**config.mk**
```make
export PLATFORM = sky130hd
export DESIGN_NAME = pcie_rb_ctrl
export DESIGN_NICKNAME = d
export VERILOG_FILES = /design/src/rtl/pcie_rb_ctrl.sv
export SDC_FILE = /design/constraint.sdc
export NUM_CORES = 1
export LEC_CHECK = 0
export CORE_MARGIN = 2
export CORE_UTILIZATION = 39
export CTS_BUF_LIST = sky130_fd_sc_hd__clkbuf_16
export CTS_CLUSTER_DIAMETER = 100
export CTS_CLUSTER_SIZE = 25
export DETAILED_ROUTE_END_ITERATION = 16
export DONT_BUFFER_PORTS = 1
export RECOVER_POWER = 50
export SLEW_MARGIN = 5
export SYNTH_ARGS = -nofsm -noshare
export SYNTH_HDL_FRONTEND = slang
export SYNTH_SLANG_ARGS = --single-unit
export TNS_END_PERCENT = 30
```
**constraint.sdc**
```tcl
create_clock -name clk -period 15.2 [get_ports clk]
set_input_delay 2.28 -clock clk [delete_from_list [all_inputs] [get_ports clk]]
set_output_delay 2.28 -clock clk [all_outputs]
set_load 0.02 [all_outputs]
```
**src/rtl/pcie_rb_ctrl.sv**
```systemverilog
// PCIe PDU ring-buffer controller: head/tail tracking, producer backpressure,
// coalesced head doorbells to the DMA engine and host-visible error/statistics state.
module pcie_rb_ctrl #(
  parameter int PDU_AWIDTH = 12,
  parameter int AF_MARGIN  = 64
) (
  input  logic                  clk,
  input  logic                  rst,
  input  logic                  pcie_rb_update_valid,
  input  logic [PDU_AWIDTH-1:0] pcie_rb_update_size,
  output logic [PDU_AWIDTH-1:0] pcie_rb_wr_base_addr,
  output logic                  pcie_rb_almost_full,
  input  logic                  host_tail_valid,
  input  logic [PDU_AWIDTH:0]   host_tail,
  input  logic                  host_flush,
  output logic                  dma_head_valid,
  output logic [PDU_AWIDTH:0]   dma_head,
  input  logic                  dma_head_ready,
  output logic [PDU_AWIDTH:0]   rb_occupancy,
  output logic [31:0]           pdu_cnt,
  output logic                  overflow_err,
  output logic                  tail_err
);

  localparam int PW = PDU_AWIDTH + 1;
  localparam int FW = PDU_AWIDTH + 3;
  localparam logic [PW-1:0]        DEPTH_P = {1'b1, {PDU_AWIDTH{1'b0}}};
  localparam logic signed [FW-1:0] AF_S    = FW'(AF_MARGIN);

  typedef enum logic {IDLE, NOTIFY} db_state_t;

  db_state_t     state, state_next;
  logic [PW-1:0] head, tail, last_sent;
  logic [PW-1:0] head_next, tail_next, occ_cur, occ_tail, tail_adv, occ_next;
  logic          commit, tail_ok, overflow_hit, db_load, db_done;

  // Free space is signed: after an overflow occ can exceed DEPTH and free goes negative.
  function automatic logic signed [FW-1:0] free_of(input logic [PW-1:0] occ);
    return signed'({2'b00, DEPTH_P}) - signed'({2'b00, occ});
  endfunction

  always_comb begin
    commit       = pcie_rb_update_valid && (pcie_rb_update_size != '0);
    occ_cur      = head - tail;
    occ_tail     = head - host_tail;
    tail_adv     = host_tail - tail;
    tail_ok      = (occ_tail <= DEPTH_P) && (tail_adv <= occ_cur);
    overflow_hit = commit && (signed'({3'b000, pcie_rb_update_size}) > free_of(occ_cur));
    head_next    = commit ? head + {1'b0, pcie_rb_update_size} : head;
    tail_next    = (host_tail_valid && tail_ok) ? host_tail : tail;
    if (host_flush) begin
      head_next = '0;
      tail_next = '0;
    end
    occ_next = head_next - tail_next;
  end

  always_ff @(posedge clk) begin
    if (rst) begin
      head                <= '0;
      tail                <= '0;
      rb_occupancy        <= '0;
      pcie_rb_almost_full <= 1'b1;
      pdu_cnt             <= '0;
      overflow_err        <= 1'b0;
      tail_err            <= 1'b0;
    end else begin
      head                <= head_next;
      tail                <= tail_next;
      rb_occupancy        <= occ_next;
      pcie_rb_almost_full <= free_of(occ_next) < AF_S;
      if (host_flush) begin
        pdu_cnt      <= '0;
        overflow_err <= 1'b0;
        tail_err     <= 1'b0;
      end else begin
        if (commit)                       pdu_cnt      <= pdu_cnt + 32'd1;
        if (overflow_hit)                 overflow_err <= 1'b1;
        if (host_tail_valid && !tail_ok)  tail_err     <= 1'b1;
      end
    end
  end

  assign pcie_rb_wr_base_addr = head[PDU_AWIDTH-1:0];

  // Doorbell FSM: at most one outstanding; IDLE picks up the newest head.
  always_ff @(posedge clk) begin
    if (rst || host_flush) state <= IDLE;
    else                   state <= state_next;
  end

  always_comb begin
    state_next = state;
    case (state)
      IDLE:    if (head != last_sent) state_next = NOTIFY;
      NOTIFY:  if (dma_head_ready)    state_next = IDLE;
      default: state_next = IDLE;
    endcase
  end

  always_comb begin
    dma_head_valid = (state == NOTIFY);
    db_load        = (state == IDLE) && (head != last_sent);
    db_done        = (state == NOTIFY) && dma_head_ready;
  end

  always_ff @(posedge clk) begin
    if (rst || host_flush) begin
      dma_head  <= '0;
      last_sent <= '0;
    end else if (db_load) begin
      dma_head <= head;
    end else if (db_done) begin
      last_sent <= dma_head;
    end
  end

endmodule

```
==> impl_metrics.yaml <==
synth:
  syn-instance-count: 949
  yosysWarningCount: 0
  synth_top_area_share_pct: 26.9
  synthArstFlopShare_pct: 0
  ys_seq_area_share_pct: 26.9
  ys_ff_latch: 101
  yosysMostFrequentCell: "nor2_1"
  ys_types: 64
  synthFlopType: "dfxtp_1"
  yosys-top-cells-area: "dfxtp_1 27%, ha_1 14%, nor2_1 6.5%, xnor2_1 5.5%, a21oi_1 5.4%"
  synth.avg_cell_area_um2: 7.91
  synthTopCellsByCount: "129 x nor2_1, 101 x dfxtp_1, 85 x ha_1"
  synth_edf_count: 0
  synth_area_um2: 7500
  synth.net_count: 1069
  yosys.area.top_type: "dfxtp_1"
layout:
  finalNetCount: 1045
  ff_latch_area_um2: 2020
  fill_cells: 1953
  diodes: 0
  area_growth_pct: 5.65
  fin_cells: 1164
  drive_above_1_share_pct: 3.12
  multiInputGateArea_um2: 5060
global_route:
  grt_max_degree: 58
  grt_pass1_vias: 5997
  grt_usage_pct: 19.7
  grt_first_pass_wirelength_um: 31500
  grt_overflow: 0
  antenna_found_initial: 0
status:
  outcome: "finished with violations"
  violations: "capacitance limit, slew limit"
drt:
  routed_wl_um: 19800
  antenna_left: 0
  drc: 0
  vias: 6247
  vias_per_cell: 5.37
  drt_iter0_markers: 365
  wl_per_cell_um: 17.0
  drt_first_pass_iters: 4
sta:
  min_period_ns: 8.71
  relSlewSlack_pct: -69.8
  final.setup.tns_ns: 0
  hold_viol: 0
  skew_ns: 0.0151
  rsz0062_at_grt: "false"
  drv_slew: 58
  fmax_ghz: 0.115
  fin_crit_sh_pct: 57.3
  tightest_slew_ns: 2.55
  setup_viol: 0
critical_path:
  crit_top_cell: "o21ai_0"
  path_max_fanout: 25
  critPathSlowestCell: "or3b_2"
  crit_path_start_kind: "input pin"
  arrival_ns: 8.96
  cp-end-kind: "flop"
  worstSetupPathType: "in2reg"
  r2r_cells: 32
  cp_slowest_stage_delay_ns: 0.51
  worstPathRequired_ns: 15.45
placed_design:
  dp_hpwl_um: 15500
  gp_congestion: 0.871
  placed_cells: 1148
  io_buffers: 0
floorplanning:
  start_util_pct: 40.0
  placementRows: 50
  die_h_um: 143
  top_level_ports: 105
  die_x_um: 143
  core_area_um2: 18800
  die_area_um2: 20400
run:
  drv_cap: 1
clock_tree:
  cts-hold-fix-buffers: 0
  post_cts_buffers: 0
  cts_buffer_depth: 2
  ctsResizeCount: 0
  clkSinkCount: 101
  insertion_delay_ns: 0.36
  cts_tree: "yes"
  htree_levels: 3
  numCtsBuffers: 9
  clkTransAtPathRegs_ns: 0.08
  clock-root-buffer: "clkbuf_16"
power_and_ir_drop:
  cellLeakagePower_nw: 3.28
  vdd_drop_max_mv: 0.0611
  cellPowerDensity_nw_per_um2: 123
worst_hold_path:
  holdPathStages: 2
  min-delay-path-class: "reg2reg"
## through the flow
step | cell area, um^2 | power [mW] | hold WS [ns] | setup WS [ns] | util (%)
floorplan | 7500 | 0.663 | 0.448 | 6.94 | -
global placement | 7620 | 0.741 | 0.454 | 6.37 | 40.6
detailed placement | 7620 | 0.744 | 0.461 | 6.17 | 40.6
CTS | 7930 | 0.985 | 0.472 | 6.52 | 42.3
global route | 7930 | 1.05 | 0.492 | 5.93 | 42.2
finish | 7930 | 0.978 | 0.468 | 6.49 | 42.2
## metal layers
layer	GRT usage, %	part of all wire (%)	vias to the layer above
met5	0	0	-
li1	-	-	3246
met4	4.01	1.0	0
met2	32.5	45	112
met3	5.73	6.3	10
met1	25.5	47	2879
## state kept, by name, summed over array words and instances (netlist names)
| register | count |
|---|---|
| dma_head | 13 |
| dma_head_valid | 1 |
| head | 13 |
| last_sent | 13 |
| overflow_err | 1 |
| pcie_rb_almost_full | 1 |
| pdu_cnt | 32 |
| rb_occupancy | 13 |
| tail | 13 |
| tail_err | 1 |
## layout by cell type (no fill, tap or decap), types with 7 or more instances in the layout
cell         n
or2_1       11
or3_1        9
nand2_1     80
inv_1       61
nor3_1      20
nand2b_1    12
a21oi_1     81
and3_1      14
nor4_1      12
clkbuf_16    9
nand3_1     21
xor2_1      41
ha_1        85
dfxtp_1    101
a211oi_1     7
o21ai_0     28
nor2_1     129
a21o_1      26
nor2b_1     13
mux2i_1     15
xnor2_1     47
nand4_1     17
## worst max-delay path, delay by kind of cell
kind | cells | cell delay, ns
AOI/OAI and AO/OA | 16 | 3.19
xor gates and xnor gates | 2 | 0.24
adders and majority gates | 4 | 1.24
buffers and inverters | 1 | 0.04
and+or+nand+nor | 10 | 1.92
## power by group
group	internal, mW	switching (mW)
sequential	0.283	0.0352
combinational	0.181	0.240
clock	0.119	0.119
total	0.583	0.395
## cells by family (layout without fill, tap and decap cells)
kind of cell	count (synthesis)	count (layout)	synth area share, %
flip-flops	101	101	26.9
AO/OA/AOI/OAI	196	196	16.8
XOR/XNOR	88	88	10.3
multiplexers	15	15	2.00
AND/OR/NAND/NOR	361	361	23.1
adder cells (fa/ha/maj)	89	89	15.2
buffers and inverters	99	80	5.67
## worst paths after layout
check,from,slack (ns),to
hold reg to reg,last_sent[10]$_SDFFE_PP0P_,0.47,last_sent[10]$_SDFFE_PP0P_
hold / removal,last_sent[10]$_SDFFE_PP0P_,0.47,last_sent[10]$_SDFFE_PP0P_
setup reg to reg,head[0]$_SDFF_PP0_,7.43,pcie_rb_almost_full$_SDFF_PP1_
setup / recovery,host_tail[0],6.49,pcie_rb_almost_full$_SDFF_PP1_
## layout make-up
cell class | count | area share, %
clock buffers | 9 | 2.84
clock inverters | 7 | 1.10
inverters | 62 | 2.94
multi-input cells | 749 | 63.8
flip-flops and latches | 101 | 25.5
well taps | 234 | 3.69
repair buffers | 2 | 0.142
(Power assumes the default switching activity.)
